===== config.mk =====
export PLATFORM = sky130hd
export DESIGN_NAME = div_operand_sequencer
export DESIGN_NICKNAME = d
export VERILOG_FILES = /design/src/rtl/div_operand_sequencer.sv
export SDC_FILE = /design/constraint.sdc
export NUM_CORES = 1
export LEC_CHECK = 0
export ABC_AREA = 0
export BUFFER_PORTS_ARGS = -buffer_cell sky130_fd_sc_hd__buf_4
export CAP_MARGIN = 20
export CORE_MARGIN = 2
export CORE_UTILIZATION = 33
export CTS_CLUSTER_DIAMETER = 30
export CTS_CLUSTER_SIZE = 14
export DETAILED_ROUTE_END_ITERATION = 6
export PLACE_DENSITY = 0.58
export SLEW_MARGIN = 20
export SYNTH_ARGS = -nofsm -noshare
export SYNTH_HDL_FRONTEND = slang
export SYNTH_SLANG_ARGS = --single-unit
export TNS_END_PERCENT = 10

===== constraint.sdc =====
create_clock -name clk -period 3.6 [get_ports clk]
set_clock_uncertainty 0.05 [all_clocks]
set_input_delay 1.08 -clock clk [delete_from_list [all_inputs] [get_ports clk]]
set_output_delay 1.08 -clock clk [all_outputs]
set_load 0.01 [all_outputs]

===== src/rtl/div_operand_sequencer.sv =====
// Operand/result sequencer in front of the iterative signed divider, with a per-operation cycle timeout.
// Optional DIVZERO_BYPASS_EN: zero divisors skip the divider and return all-ones with out_dz set.
module div_operand_sequencer #(
    parameter int unsigned DD_W = 32,
    parameter int unsigned DV_W = 16,
    parameter int unsigned Q_W  = 16,
    parameter int unsigned TMO  = 255
) (
    input  logic            clk,
    input  logic            reset,
    input  logic            in_valid,
    output logic            in_ready,
    input  logic [DD_W-1:0] in_dd,
    input  logic [DV_W-1:0] in_dv,
    output logic [DD_W-1:0] div_dd,
    output logic [DV_W-1:0] div_dv,
    output logic            div_go,
    input  logic            div_done,
    input  logic [Q_W-1:0]  div_q,
    output logic            out_valid,
    input  logic            out_ready,
    output logic [Q_W-1:0]  out_q,
    output logic            out_dz,
    output logic            out_tmo,
    output logic [2:0]      state
);

    typedef enum logic [2:0] {
        ST_IDLE   = 3'd0,
        ST_LAUNCH = 3'd1,
        ST_BUSY   = 3'd2,
        ST_RESULT = 3'd3
`ifdef DIVZERO_BYPASS_EN
        ,
        ST_BYPASS = 3'd4
`endif
    } state_t;

    localparam logic [15:0] TMO_C = 16'(TMO);

    state_t          r_state, w_state_nxt;
    logic            r_go, w_go_nxt;
    logic [Q_W-1:0]  r_q, w_q_nxt;
    logic            r_dz, w_dz_nxt;
    logic            r_tmo, w_tmo_nxt;
    logic [DD_W-1:0] r_dd, w_dd_nxt;
    logic [DV_W-1:0] r_dv, w_dv_nxt;
    logic [15:0]     r_cnt, w_cnt_nxt;
    logic [15:0]     w_cnt_inc;
    logic            w_expired;

    assign w_cnt_inc = r_cnt + 16'd1;
    assign w_expired = (w_cnt_inc == TMO_C);

    always_ff @(posedge clk or negedge reset) begin
        if (!reset) r_state <= ST_IDLE;
        else        r_state <= w_state_nxt;
    end

    always_comb begin
        w_state_nxt = r_state;
        w_go_nxt    = r_go;
        w_q_nxt     = r_q;
        w_dz_nxt    = r_dz;
        w_tmo_nxt   = r_tmo;
        w_dd_nxt    = r_dd;
        w_dv_nxt    = r_dv;
        w_cnt_nxt   = r_cnt;
        case (r_state)
            ST_IDLE: begin
                if (in_valid) begin
                    w_dd_nxt  = in_dd;
                    w_dv_nxt  = in_dv;
                    w_dz_nxt  = 1'b0;
                    w_tmo_nxt = 1'b0;
                    w_cnt_nxt = '0;
`ifdef DIVZERO_BYPASS_EN
                    if (in_dv == '0) begin
                        w_state_nxt = ST_BYPASS;
                    end else begin
                        w_state_nxt = ST_LAUNCH;
                        w_go_nxt    = 1'b1;
                    end
`else
                    w_state_nxt = ST_LAUNCH;
                    w_go_nxt    = 1'b1;
`endif
                end
            end
            ST_LAUNCH: begin
                w_cnt_nxt = w_cnt_inc;
                // Timeout outranks a same-cycle done transition.
                if (w_expired) begin
                    w_go_nxt    = 1'b0;
                    w_q_nxt     = '0;
                    w_tmo_nxt   = 1'b1;
                    w_state_nxt = ST_RESULT;
                end else if (!div_done) begin
                    w_go_nxt    = 1'b0;
                    w_state_nxt = ST_BUSY;
                end
            end
            ST_BUSY: begin
                w_cnt_nxt = w_cnt_inc;
                if (w_expired) begin
                    w_go_nxt    = 1'b0;
                    w_q_nxt     = '0;
                    w_tmo_nxt   = 1'b1;
                    w_state_nxt = ST_RESULT;
                end else if (div_done) begin
                    w_q_nxt     = div_q;
                    w_state_nxt = ST_RESULT;
                end
            end
`ifdef DIVZERO_BYPASS_EN
            ST_BYPASS: begin
                w_q_nxt     = '1;
                w_dz_nxt    = 1'b1;
                w_state_nxt = ST_RESULT;
            end
`endif
            ST_RESULT: begin
                if (out_ready) w_state_nxt = ST_IDLE;
            end
            default: begin
                w_go_nxt    = 1'b0;
                w_state_nxt = ST_IDLE;
            end
        endcase
    end

    always_ff @(posedge clk or negedge reset) begin
        if (!reset) begin
            r_go  <= 1'b0;
            r_q   <= '0;
            r_dz  <= 1'b0;
            r_tmo <= 1'b0;
            r_dd  <= '0;
            r_dv  <= '0;
            r_cnt <= '0;
        end else begin
            r_go  <= w_go_nxt;
            r_q   <= w_q_nxt;
            r_dz  <= w_dz_nxt;
            r_tmo <= w_tmo_nxt;
            r_dd  <= w_dd_nxt;
            r_dv  <= w_dv_nxt;
            r_cnt <= w_cnt_nxt;
        end
    end

    assign in_ready  = (r_state == ST_IDLE);
    assign out_valid = (r_state == ST_RESULT);
    assign div_dd    = r_dd;
    assign div_dv    = r_dv;
    assign div_go    = r_go;
    assign out_q     = r_q;
    assign out_dz    = r_dz;
    assign out_tmo   = r_tmo;
    assign state     = r_state;

endmodule


==> summary.md, run 1 <==
| Metric | Value |
|---|---|
| Setup TNS | `0 ns` |
| Drt first-iter violations | `about 160` |
| Resize count post-CTS | `0` |
| Die span in x | `115.2 µm` |
| Post-CTS Hold Fix Bufs | `0` |
| WL/cell | `15.03 µm` |
| Worst hold endpoint | `div_dd[29]$_DFFE_PN0P_` |
| H-tree depth | `3` |
| Initial core utilization | `0.3383` |
| Mean Syn Cell Area | `between 10 and 15 µm²` |
| CTS buffer count | `9` |
| Netlist Area Pre-Place | `4080 µm²` |
| Core Area | `12,060 µm²` |
| Power per Cell Area | `835.7 nW/µm²` |
| Min-Delay Path Depth | `1` |
| Clock-pin slew on the worst setup and hold paths | `0.06 ns` |
| Hold crit path type | `reg -> reg` |
| Arrival @ worst endpoint | `2.95 ns` |
| R2r endpoint | `state[0]$_DFFE_PN0P_` |
| Max cap viols | `0` |
| Vias/cell | `4.957` |
| Leakage | `2.603 nW` |
| Status | `finished clean` |
| Crit Path Max Fanout | `22` |
| Syn-to-layout area delta | `36.28%` |
| Root Buffer | `clkbuf_16` |
| Fin crit period | `2.757 ns` |
| Seq/Total Area, Yosys | `0.5152` |
| Ys async rst share | `1.000` |
| # DRC | `0` |
| Gr usage total | `0.1516` |
| Largest stage delay, worst path | `approximately 0.52 ns` |
| Rows | `40` |
| Tcrit/Tclk final | `0.7658` |
| Post-layout util | `0.4610` |
| Peak VDD IR | `0.0002685 V` |
| First-pass GRT wire length | `15.88 mm` |
| Design area | `5560 µm²` |
| CP Class | `reg -> reg` |
| Mapped Cells | `375` |
| #FFs+latches synth | `84` |
| Vias in the first global route | `~3.2k` |
| Via count | `3,381` |
| Slew of the pin with the lowest slew margin | `roughly 1.1 ns` |
| Final setup vio count | `0` |
| Slowest CP cell | `o41a_1` |
| Port buffer count | `138` |
| DRT Pass-1 Iters | `4` |
| GP Congestion | `0.7550` |
| CTS Sinks | `84` |
| Top-level I/O count | `141` |
| Synth Warn # | `0` |
| Routed wire length | `10.25 mm` |
| Crit-path cells | `ha_1, and4_1, nand3_1, mux2_2, o221ai_2, o41a_1, a211oi_1` |
| Worst R2R Setup Slack | `0.84 ns` |
| Cell depth of the worst flop-to-flop path | `7` |
| Die Y | `about 120 µm` |
| Clk_lat worst skew | `0.33 ns` |
| Synth Flop Type | `dfrtp_1` |
| Clock Path Buffers | `2` |
| Start point of the worst hold path | `div_dd[29]$_DFFE_PN0P_` |
| HPWL Detailed | `between 7 and 8 mm` |
| Nets | `586` |
| CTS tree | `done` |
| Rel. slew slack | `0.2865` |
| Share of layout cells above drive strength 1 | `0.4222` |
| Critical path endpoint category | `flip-flop` |
| Diode count | `0` |
| Die area | `13,270 µm²` |
| Post-route ant nets | `0` |
| Critical Path RT | `3.79 ns` |
| Max-slew violation count | `0` |
| Total grt overflow | `0` |
| Cell variety after synth | `49` |
| Fill cells | `between 1k and 1.5k` |
| RSZ-0062 raised after global routing | `no` |
| Peak Freq | `roughly 360 MHz` |
| Post-synth EDFFs | `0` |
| DP Area | `5301 µm²` |
| Largest net degree at the start of global routing | `48` |
| Post-CTS Setup Bufs | `0` |
| Worst R2R Start | `r_cnt[0]$_DFFE_PN0P_` |
| Nature of the critical path startpoint | `flip-flop` |
| Initial antenna violation count | `0` |
| Fin. Hold Viols | `0` |
-- cell families (layout without fill, tap and decap cells) --
logic type	after synthesis	after routing	synth area share
simple gates	104	104	0.1233
flops	84	84	0.5152
buf+inv	47	185	0.04937
other cells	1	2	0.0009191
xor+xnor	4	4	0.008588
mux	50	50	0.1377
fa+ha+maj	7	7	0.02146
compound gates	78	78	0.1435
-- worst max-delay path by stage --
| stage | startpoint | to | slack, ns | cells past startpoint |
|---|---|---|---|---|
| floorplan | in_valid | div_dd[10]$_DFFE_PN0P_ | 1.20 | 4 |
| global placement | r_cnt[0]$_DFFE_PN0P_ | state[0]$_DFFE_PN0P_ | 0.95 | 7 |
| detailed placement | r_cnt[0]$_DFFE_PN0P_ | out_q[13]$_DFFE_PN0P_ | 0.88 | 7 |
| CTS | r_cnt[0]$_DFFE_PN0P_ | state[0]$_DFFE_PN0P_ | 0.86 | 7 |
| global route | r_cnt[0]$_DFFE_PN0P_ | out_q[9]$_DFFE_PN0P_ | 0.54 | 7 |
| finish | r_cnt[0]$_DFFE_PN0P_ | state[0]$_DFFE_PN0P_ | 0.84 | 7 |
-- critical path: cells and delay by family (launching register included) --
kind / cells / cell delay [ns]
adder cells (fa/ha/maj): 1 / 0.37
multiplexers: 1 / 0.26
AND/OR/NAND/NOR: 2 / 0.44
AO/OA/AOI/OAI: 3 / 1.06
flip-flops: 1 / 0.50
-- metal layers --
metal	part of all wire	vias to the layer above	GRT usage
met3	0.073	16	0.03479
met2	0.44	133	0.2325
met4	0.019	0	0.06506
li1	-	1626	-
met5	0	-	0
met1	0.47	1606	0.2060
-- flip-flops by register name, indices dropped and copies added (netlist names) --
name,count
div_dd,32
div_dv,16
div_go,1
out_tmo,1
state,2
r_cnt,16
out_q,16
-- report_power, final --
group	internal (mW)	total (mW)	leakage [nW]	switching, mW
logic	1.14	2.22	1.47	1.08
registers	1.35	1.61	1.01	0.263
clock network	0.459	0.817	0.124	0.357
-- placed cells by master (no fill, tap or decap), drive strengths merged, types with 2 or more instances in the layout --
master and n:
buf 148, dfrtp 84, nand2 57, mux2 49, inv 22, o211ai 18, o2111ai 15, o31ai 11
o21ai 11, clkbuf 10, nor2 8, nand3 8, ha 7, a21oi 6, nand4 5, a21o 5
nor3 5, nor2b 4, and4 3, xor2 3, clkinv 3, nand2b 2, and3 2, nand4b 2
nor4 2, a211oi 2, conb 2, clkinvlp 2
-- cell usage after synthesis, types with 2 or more instances --
library cell	instances	area, µm²
clkbuf_1	17	63.81
a21o_1	5	37.54
ha_1	7	87.58
a21oi_1	5	25.02
nor4_1	2	12.51
dfrtp_1	84	2102
nand4b_1	2	17.52
buf_2	2	10.01
o21ai_0	11	55.05
nand4_1	5	31.28
nor2_1	8	30.03
and4_1	3	26.28
buf_4	4	30.03
nor3_1	4	20.02
mux2_2	49	551.8
inv_1	22	82.58
nand2_1	57	214.0
nand3_1	8	40.04
o211ai_1	18	135.1
o2111ai_1	15	131.4
and3_1	2	12.51
a211oi_1	2	15.01
o31ai_1	11	82.58
nand2b_1	2	12.51
xor2_1	3	26.28
nor2b_1	4	25.02
-- final cells by class --
class,count,area (µm²),area share
repair buffers,148,1124,0.2021
flip-flops and latches,84,2102,0.3780
clock buffers,10,229.0,0.04118
well taps,168,210.2,0.03780
multi-input cells,245,1783,0.3207
inverters,22,82.58,0.01485
clock inverters,5,30.03,0.005401
-- through the flow --
step,std cells,total power [mW],hold slack [ns],worst slack (ns)
finish,682,4.647,0.4524,0.8432
global placement,667,3.821,0.4383,0.9512
detailed placement,667,3.873,0.4433,0.8849
global route,682,4.999,0.4646,0.5357
floorplan,376,2.847,0.4175,1.200
CTS,682,4.714,0.4572,0.8647
No activity file was read; power rests on OpenSTA's default activity.
==> run 2, diff against run 1 <==
ABC_AREA = 1   (was 0)
clock period = 2.74 ns   (was 3.6 ns; I/O delays follow)
==> run 2 against run 1 <==
The flow now finishes with violations (DRC). Worst setup slack got worse by 0.54 ns. Routed wire length decreased by 5.7%. Register-to-register slack got worse by 0.54 ns. Global-route usage increased by 0.84 points. Die area decreased by 3.6%. Worst hold slack got worse by 0.061 ns. Count of clock-buffer cells in the layout decreased by 1. Critical endpoint is now out_q[5]$_DFFE_PN0P_.
==> summary.md, run 2 <==
| Metric | Value |
|---|---|
| Simple-Gate Fraction of Synth Area | `0.1764 (+0.05316)` |
| Post-CTS Setup Bufs | `0 (unchanged)` |
| Synth Warn # | `0 (unchanged)` |
| Top-level I/O count | `141 (unchanged)` |
| Syn-to-layout area delta | `37.52%` |
| Nature of the critical path startpoint | `flip-flop` |
| H-tree depth | `3 (unchanged)` |
| Cell variety after synth | `28 (-43%)` |
| Initial core utilization | `0.3412 (+0.002878)` |
| Root Buffer | `clkbuf_16` |
| Mean Syn Cell Area | `10.50 µm² (-3.5%)` |
| Status | `complete, but fails checks` |
| CTS tree | `done` |
| Violated checks | `DRC` |
| CTS buffer count | `9 (unchanged)` |
| Commonest non-fill, non-tap cell in the layout | `buf_4` |
| Fill cells | `1,087 (-4.0%)` |
| Ranking of synthesized cells by area | `dfrtp_1 54%, mux2_2 14%, nand2_1 6.4%` |
| Count leader, synth | `dfrtp_1` |
| Gr usage total | `0.1600 (+0.008435)` |
| Area leader, netlist | `dfrtp_1` |
| Critical Path RT | `2.91 ns (-0.88 ns)` |
| Peak Freq | `410.5 MHz (+13%)` |
| Hold crit path type | `in -> async` |
| Max reg flops | `32 (unchanged)` |
| Critical path endpoint category | `flip-flop` |
| Share of layout cells above drive strength 1 | `0.4846 (+0.06244)` |
| CP Class | `reg -> reg` |
| Commonest cells in the netlist | `84 x dfrtp_1, 67 x nand2_1, 48 x mux2_2` |
| Clk_lat worst skew | `0.34 ns (about the same)` |
| Crit Path Max Fanout | `32 (+45%)` |
| Peak VDD IR | `0.0007203 V (+170%)` |
| RSZ-0062 raised after global routing | `no` |
| Compound-cell area share of the yosys netlist | `0.07452 (-0.06899)` |
| Max cap viols | `0 (unchanged)` |
| Worst R2R Start | `r_cnt[1]$_DFFE_PN0P_` |
| Tcrit/Tclk final | `0.8890 (+0.1232)` |
| # DRC | `3 (+3)` |
| Final setup vio count | `0 (unchanged)` |
| #FFs+latches synth | `84 (unchanged)` |
| Most frequent cells in the layout | `142 x buf_4, 84 x dfrtp_1, 66 x nand2_1` |
| Nets | `591 (+0.85%)` |
| Arrival @ worst endpoint | `2.61 ns (-0.34 ns)` |
| Largest net degree at the start of global routing | `51 (+6.3%)` |
| HPWL Detailed | `7.155 mm (-3.1%)` |
| First-pass GRT wire length | `16.27 mm (+2.4%)` |
| Mapped Cells | `374 (-0.27%)` |
| Post-route ant nets | `0 (unchanged)` |
| Post-CTS Hold Fix Bufs | `0 (unchanged)` |
| Multiplexer area fraction after synthesis | `0.1376 (about the same)` |
| Vias/cell | `4.780 (-3.6%)` |
| GP Congestion | `0.8525 (+13%)` |
| Total grt overflow | `0 (unchanged)` |
| Rows | `39 (-2.5%)` |
| Register area | `2102 µm² (unchanged)` |
| Die span in x | `113.1 µm (-1.8%)` |
| CTS Sinks | `84 (unchanged)` |
| Post-Synth Adder-Cell Area | `0.02229 (+0.0008272)` |
| Die Y | `113.1 µm (-1.8%)` |
| Resize count post-CTS | `0 (unchanged)` |
| Leakage | `2.596 nW (-0.26%)` |
| Post-synthesis xor/xnor area fraction | `0.002229 (-0.006357)` |
| Worst R2R Setup Slack | `0.30 ns (-0.54 ns)` |
| Fin crit period | `2.436 ns (-0.3209 ns)` |
| Diode count | `0 (unchanged)` |
| Netlist Area Pre-Place | `3929 µm² (-3.7%)` |
| Multi-input logic area | `1633 µm² (-8.4%)` |
| Max-slew violation count | `0 (unchanged)` |
| Cell depth of the worst flop-to-flop path | `14 (+7)` |
| Post-layout util | `0.4691 (+0.008148)` |
| Routed wire length | `9.669 mm (-5.7%)` |
| Port buffer count | `138 (unchanged)` |
| Via count | `3,169 (-6.3%)` |
| R2r endpoint | `out_q[5]$_DFFE_PN0P_` |
| WL/cell | `14.58 µm (-3.0%)` |
| Clock Path Buffers | `2 (unchanged)` |
| Drt first-iter violations | `155 (unchanged)` |
| Power per Cell Area | `1059 nW/µm² (+27%)` |
| Fin. Hold Viols | `0 (unchanged)` |
| Seq/Total Area, Yosys | `0.5350 (+0.01985)` |
| Largest family of logic cells by synthesized area | `simple AND/OR/NAND/NOR gates` |
| Post-synth EDFFs | `0 (unchanged)` |
| Core Area | `11,520 µm² (-4.5%)` |
| Ys async rst share | `1.000 (unchanged)` |
| Synth Flop Type | `dfrtp_1` |
| Synth top area share | `0.5350 (+0.01985)` |
| Clock-pin slew on the worst setup and hold paths | `0.06 ns (about the same)` |
| Die area | `12,790 µm² (-3.6%)` |
| Setup TNS | `0 ns (unchanged)` |
| Initial antenna violation count | `0 (unchanged)` |
| DRT Pass-1 Iters | `7 (+3)` |
| Vias in the first global route | `3,364 (+6.3%)` |
## run 2: cell count changes after synthesis, sizes merged, moves of 6 or more
| cell | change |
|---|---|
| o2111ai | -15 |
| inv | +6 |
| o211ai | -18 |
| nand2 | +29 |
| clkbuf | -14 |
| o21ai | +21 |
| o22ai | +7 |
| nand3 | +22 |
| nor2 | +15 |
| o31ai | -11 |
## run 2: cells by family (layout without fill, tap and decap cells)
| group | after synthesis | in the layout |
|---|---|---|
| compound gates | 43 | 43 |
| xor+xnor | 1 | 1 |
| fa+ha+maj | 7 | 7 |
| buf+inv | 43 | 188 |
| flops | 84 | 84 |
| mux | 48 | 48 |
| other cells | 1 | 2 |
| simple gates | 147 | 147 |
## run 2: power by group
group	internal (mW)	total (mW)	switching, mW
logic	1.30	2.53	1.24
registers	1.74	2.04	0.305
clock network	0.618	1.14	0.526
## run 2: area by class of cell
type	count	share of cell area
sequential	84	0.3891
multi-input combinational	248	0.3022
timing repair buffer	144	0.2047
clock buffer	9	0.04169
tap	143	0.03312
inverter	28	0.01945
clock inverter	7	0.009727
## run 2: worst max path at each step
stage                               from                    end  slack, ns  depth (start not counted)
floorplan           r_cnt[1]$_DFFE_PN0P_   out_q[0]$_DFFE_PN0P_       0.77                         13
global placement    r_cnt[1]$_DFFE_PN0P_  out_q[15]$_DFFE_PN0P_       0.40                         14
detailed placement  r_cnt[1]$_DFFE_PN0P_  out_q[15]$_DFFE_PN0P_       0.32                         14
CTS                 r_cnt[1]$_DFFE_PN0P_   out_q[5]$_DFFE_PN0P_       0.31                         14
global route        r_cnt[1]$_DFFE_PN0P_   out_q[5]$_DFFE_PN0P_       0.07                         14
finish              r_cnt[1]$_DFFE_PN0P_   out_q[5]$_DFFE_PN0P_       0.30                         14
## run 2: worst max-delay path, stage by stage (launching register included)
cell and delay (ns):
dfrtp_1 0.42, ha_1 0.22, nand2_1 0.09, nor2_2 0.22, nand2_1 0.08, nand2_1 0.08, nand3_1 0.09, nor2_1 0.12
nand2_1 0.07, nor2_2 0.11, nand3_1 0.13, o21ai_2 0.11, nand2_4 0.30, nand2_1 0.17, o21ai_2 0.06
## run 2: per-layer routing
metal / wire [µm] / vias to the layer above / GRT usage
met1: 4141 / 1523 / 0.2013
met3: 865 / 13 / 0.06267
met5: 0 / - / 0
met4: 190 / 0 / 0.06748
li1: - / 1523 / -
met2: 4471 / 110 / 0.2463
## run 2: per-stage QoR
stage,worst slack (ns),std cells,instance area [µm²],hold slack [ns],power [mW]
after detailed placement,0.3238,647,5125,0.4272,4.638
final,0.3042,663,5403,0.3915,5.719
after CTS,0.3088,663,5403,0.4002,5.815
after floorplan,0.7712,375,3933,0.4647,3.450
after global routing,0.06934,663,5403,0.4185,6.126
after global placement,0.3966,647,5125,0.4228,4.579
